### src/rtl/prim_ram_port_pkg.sv
`default_nettype none
// ----------------------------------------------------------------------------
// Module   : prim_ram_port_pkg
// Brief    : Shared types for the RAM-port host controller.
// Revision : 1.0
// ----------------------------------------------------------------------------
package prim_ram_port_pkg;

  typedef enum logic [0:0] {
    RpWipe  = 1'b0,
    RpReady = 1'b1
  } ram_port_state_e;

endpackage
`default_nettype wire

### src/rtl/prim_ram_port_host.sv
`default_nettype none
// ----------------------------------------------------------------------------
// Module   : prim_ram_port_host
// Brief    : Host req/gnt/rvalid to single RAM port adapter with wipe sequencer.
// Revision : 1.0
// ----------------------------------------------------------------------------
module prim_ram_port_host
  import prim_ram_port_pkg::*;
#(
  parameter int unsigned      Width           = 32,
  parameter int unsigned      Depth           = 128,
  parameter int unsigned      DataBitsPerMask = 1,
  parameter bit               InitOnReset     = 1'b1,
  parameter logic [Width-1:0] WipeData        = '0,
  localparam int unsigned     Aw              = (Depth > 1) ? $clog2(Depth) : 1
) (
  input  logic             clk_i,
  input  logic             rst_ni,
  input  logic             req_i,
  output logic             gnt_o,
  input  logic             we_i,
  input  logic [Aw-1:0]    addr_i,
  input  logic [Width-1:0] wdata_i,
  input  logic [Width-1:0] wmask_i,
  output logic             rvalid_o,
  output logic [Width-1:0] rdata_o,
  output logic             rerror_o,
  input  logic             wipe_req_i,
  output logic             busy_o,
  output logic             wipe_done_o,
  output logic             ram_req_o,
  output logic             ram_write_o,
  output logic [Aw-1:0]    ram_addr_o,
  output logic [Width-1:0] ram_wdata_o,
  output logic [Width-1:0] ram_wmask_o,
  input  logic [Width-1:0] ram_rdata_i
);

  typedef struct packed {
    logic             req;
    logic             write;
    logic [Aw-1:0]    addr;
    logic [Width-1:0] wdata;
    logic [Width-1:0] wmask;
  } ram_port_req_t;

  localparam logic [Aw-1:0] LastAddr = Aw'(Depth - 1);

  ram_port_state_e state_q, state_d;
  logic [Aw-1:0]   cnt_q, cnt_d;
  logic            rd_pending_q, rd_pending_d;
  logic            rd_err_q, rd_err_d;
  ram_port_req_t   ram_req;
  logic            addr_in_range;

  assign addr_in_range = 32'(addr_i) < Depth;

  always_ff @(posedge clk_i or negedge rst_ni) begin
    if (!rst_ni) begin
      state_q      <= InitOnReset ? RpWipe : RpReady;
      cnt_q        <= '0;
      rd_pending_q <= 1'b0;
      rd_err_q     <= 1'b0;
    end else begin
      state_q      <= state_d;
      cnt_q        <= cnt_d;
      rd_pending_q <= rd_pending_d;
      rd_err_q     <= rd_err_d;
    end
  end

  always_comb begin
    state_d      = state_q;
    cnt_d        = cnt_q;
    ram_req      = '0;
    gnt_o        = 1'b0;
    wipe_done_o  = 1'b0;
    rd_pending_d = 1'b0;
    rd_err_d     = 1'b0;
    unique case (state_q)
      RpWipe: begin
        ram_req.req   = 1'b1;
        ram_req.write = 1'b1;
        ram_req.addr  = cnt_q;
        ram_req.wdata = WipeData;
        ram_req.wmask = '1;
        if (cnt_q == LastAddr) begin
          wipe_done_o = 1'b1;
          state_d     = RpReady;
          cnt_d       = '0;
        end else begin
          cnt_d = cnt_q + 1'b1;
        end
      end
      RpReady: begin
        // A wipe request steals the cycle from the host outright.
        if (wipe_req_i) begin
          state_d = RpWipe;
        end else if (req_i) begin
          gnt_o = 1'b1;
          if (addr_in_range) begin
            ram_req.req   = 1'b1;
            ram_req.write = we_i;
            ram_req.addr  = addr_i;
            ram_req.wdata = wdata_i;
            ram_req.wmask = wmask_i;
          end
          rd_pending_d = ~we_i;
          rd_err_d     = ~we_i & ~addr_in_range;
        end
      end
    endcase
  end

  assign ram_req_o   = ram_req.req;
  assign ram_write_o = ram_req.write;
  assign ram_addr_o  = ram_req.addr;
  assign ram_wdata_o = ram_req.wdata;
  assign ram_wmask_o = ram_req.wmask;

  assign busy_o   = (state_q == RpWipe);
  assign rvalid_o = rd_pending_q;
  assign rerror_o = rd_pending_q & rd_err_q;
  assign rdata_o  = (rd_pending_q && !rd_err_q) ? ram_rdata_i : '0;

`ifndef SYNTHESIS
  for (genvar g = 0; g < Width / DataBitsPerMask; g++) begin : g_wmask_chk
    assert property (@(posedge clk_i) disable iff (!rst_ni)
      (gnt_o && we_i) |->
        ((wmask_i[g*DataBitsPerMask +: DataBitsPerMask] == {DataBitsPerMask{1'b0}}) ||
         (wmask_i[g*DataBitsPerMask +: DataBitsPerMask] == {DataBitsPerMask{1'b1}})));
  end

  assert property (@(posedge clk_i) disable iff (!rst_ni)
    (gnt_o && we_i) |=> !rvalid_o);

  assert property (@(posedge clk_i) disable iff (!rst_ni)
    (state_q == RpWipe) |-> !gnt_o);
`endif

endmodule
`default_nettype wire

### config.mk
export PLATFORM = sky130hd
export DESIGN_NAME = prim_ram_port_host
export DESIGN_NICKNAME = d
export VERILOG_FILES = /design/src/rtl/prim_ram_port_pkg.sv /design/src/rtl/prim_ram_port_host.sv
export SDC_FILE = /design/constraint.sdc
export NUM_CORES = 1
export LEC_CHECK = 0
export ABC_AREA = 1
export BUFFER_PORTS_ARGS = -buffer_cell sky130_fd_sc_hd__buf_2
export CAP_MARGIN = 25
export CORE_AREA = 2 2 83 85
export CTS_CLUSTER_SIZE = 14
export DETAILED_ROUTE_END_ITERATION = 16
export DIE_AREA = 0 0 85 87
export PLACE_DENSITY = 0.65
export SLEW_MARGIN = 20
export SYNTH_ARGS = -nofsm -noshare
export SYNTH_HDL_FRONTEND = slang
export SYNTH_SLANG_ARGS = --single-unit
### constraint.sdc
create_clock -name clk_i -period 1.3 [get_ports clk_i]
set_clock_uncertainty 0.15 [all_clocks]
set_input_delay 0.065 -clock clk_i [delete_from_list [all_inputs] [get_ports clk_i]]
set_output_delay 0.065 -clock clk_i [all_outputs]
set_load 0.05 [all_outputs]
==> qor.txt <==
outcome: finished, violations left
failing checks: setup timing
FP Rows: 30
sequential area share after synthesis: 16.2%
clk_lat worst skew: 230 ps
final net count: 649
Pleak: 2.57 nW
cells after synthesis: 292
Post-Syn Area: 0.00139 sq mm
net switching power: 1.90 mW
switching part of the total: 51.7%
critical-path cell list: inv_4, a21oi_4, bufbuf_16, nor2_2, buf_6
fin util: 74.8%
critical path peak fanout: 12
H-tree levels: 1
Vias: 2,681
Slowest cell on crit path: dfrtp_2
Routed Antenna Nets: 0
max cap viols: 0
Setup WS post-layout: -296 ps
Setup crit end kind: output port
Starting Density: 21.2%
Unique masters post-synth: 15
CP required: 1090 ps
pin count of the biggest net entering global routing: 23
first-pass GRT wire length: 13,400 microns
die area: 0.00740 sq mm
Max clock buf depth: 2
Die Y: 87 microns
most frequent cells in the layout: 107 x buf_2, 70 x buf_6, 54 x nor2_4, 51 x buf_8, 45 x inv_1
reg2reg path depth: 8
endpoints failing setup: 116
initial DRC count: 38
port bufs: 216
Area growth syn-to-layout: 253%
Tightest Hold Check Type: primary input to async pin
Fmax: 0.627 GHz
total power: 3.67 mW
Syn. warnings: 0
clock slew at reported path FFs: 50 ps
Die X: 85 microns
initial antenna violation count: 0
GRT overflow: 0
Initial DRT Pass Iterations: 4
root buf cell: clkbuf_8
P_int: 1.77 mW
syn_nets: 401
Startpoint Class: flop
critical path's largest stage delay: 440 ps
RSZ-0062 raised after global routing: true
Max VDD drop: 0.600 mV
Final Hold Viols: 0
flop and latch count out of synthesis: 9
DP Wirelength: 5530 microns
CP arrival: 1380 ps
fin crit period: 1600 ps
Core ar.: 0.00657 sq mm
pwr dens: 747 mW/mm^2
share of cells above drive strength 1: 77.7%
# clock sinks: 9
RR Startpoint: state_q
GRT Util Overall: 22.4%
Num CTS Buffers: 3
Hold Slack: 72.6 ps
Placer Congestion: 0.766
Mapped Avg Cell Area: 4.76 sq um
Crit Path Class: flop to output port
sequential share of power: 13.2%
vias in the first global route: 2,748
DR DRC count: 0
Total Wirelength: 9680 microns
period utilization: 123%
most common cell after layout, fill and taps aside: buf_2
Clock Power Share: 9.2%
r2r setup slk: -100 ps
drt wl/cell: 15.6 microns
IO Count: 218
ANT cells: 0
Via-to-Cell Ratio: 4.33
max-slew violations: 0
Worst R2R End: cnt_q[6]
CTS tree: done
Combinational Power Share: 77.6%
==> power groups by stage <==
stage | combinational [mW] | sequential [mW] | clock [mW]
floorplan | 1.52 | 0.498 | 0
finish | 2.85 | 0.486 | 0.337
global route | 3.01 | 0.500 | 0.368
detailed placement | 2.20 | 0.477 | 0
global placement | 2.17 | 0.473 | 0
CTS | 2.72 | 0.473 | 0.342
==> worst max-delay path, delay by kind of cell, from the launching register on <==
kind / cells / cell delay (ps)
buffers and inverters: 3 / 550
flip-flops: 1 / 440
AND/OR/NAND/NOR: 1 / 100
AO/OA/AOI/OAI: 1 / 40
==> layer usage <==
metal	track usage [%]	routed length [microns]	up-vias
met3	4.08	629	18
met4	4.33	204	0
met5	0	0	-
met1	23.3	3330	1242
met2	46.1	5520	127
li1	-	-	1294
==> stage by stage <==
stage	TNS (ps)	cell area (sq um)	setup WS, ps	instances
2_1_floorplan	-6950	1940	-118	292
3_3_place_gp	-4510	3240	-98.7	592
3_5_place_dp	-6770	3240	-125	592
4_1_cts	-24200	4630	-288	615
5_1_grt	-32210	4910	-359	619
6_report	-25470	4910	-296	619
==> cells in the mapped netlist, drive strengths merged <==
cell	number	area, sq um
o21ai	6	30.0
dfrtp	9	225
inv	80	300
conb	1	3.75
buf	15	98.8
nand3	8	52.6
nand2	62	233
xor2	2	17.5
a21oi	1	16.3
ha	1	12.5
nor2	107	402
==> timing repair <==
action / CTS / global route
setup buffers: 11 / 4
setup endpoints to repair: 112 / 117
gates resized for setup: 338 / 62
hold endpoints to repair: 11 / 0
gates cloned: 5 / 2
pin swaps: 4 / 9
hold buffers: 3 / 0
==> layout make-up <==
class	count	area [sq um]
tap	80	100
inverter	80	427
sequential	9	228
timing repair buffer	258	2520
fill	437	1660
clock buffer	4	45.0
multi-input combinational	188	1600
==> registers in the layout (all words and copies together), names as in the netlist <==
register and count:
cnt_q 7, rvalid_o 1, state_q 1
==> worst max path at each step <==
stage                     startpoint         endpoint  slack (ps)
after floorplan             cnt_q[1]         cnt_q[3]        -120
after global placement       state_q  ram_wmask_o[31]        -100
after detailed placement    cnt_q[0]      wipe_done_o        -120
after CTS                    state_q  ram_wmask_o[21]        -290
after global routing         state_q    ram_addr_o[6]        -360
final                        state_q   ram_wmask_o[2]        -300
==> cell families after synthesis <==
logic type	Yosys count	synth area share, %
compound gates	7	3.33
fa+ha+maj	1	0.899
other cells	1	0.270
xor+xnor	2	1.26
simple gates	177	49.4
buf+inv	95	28.7
flops	9	16.2
(Power assumes the default switching activity.)
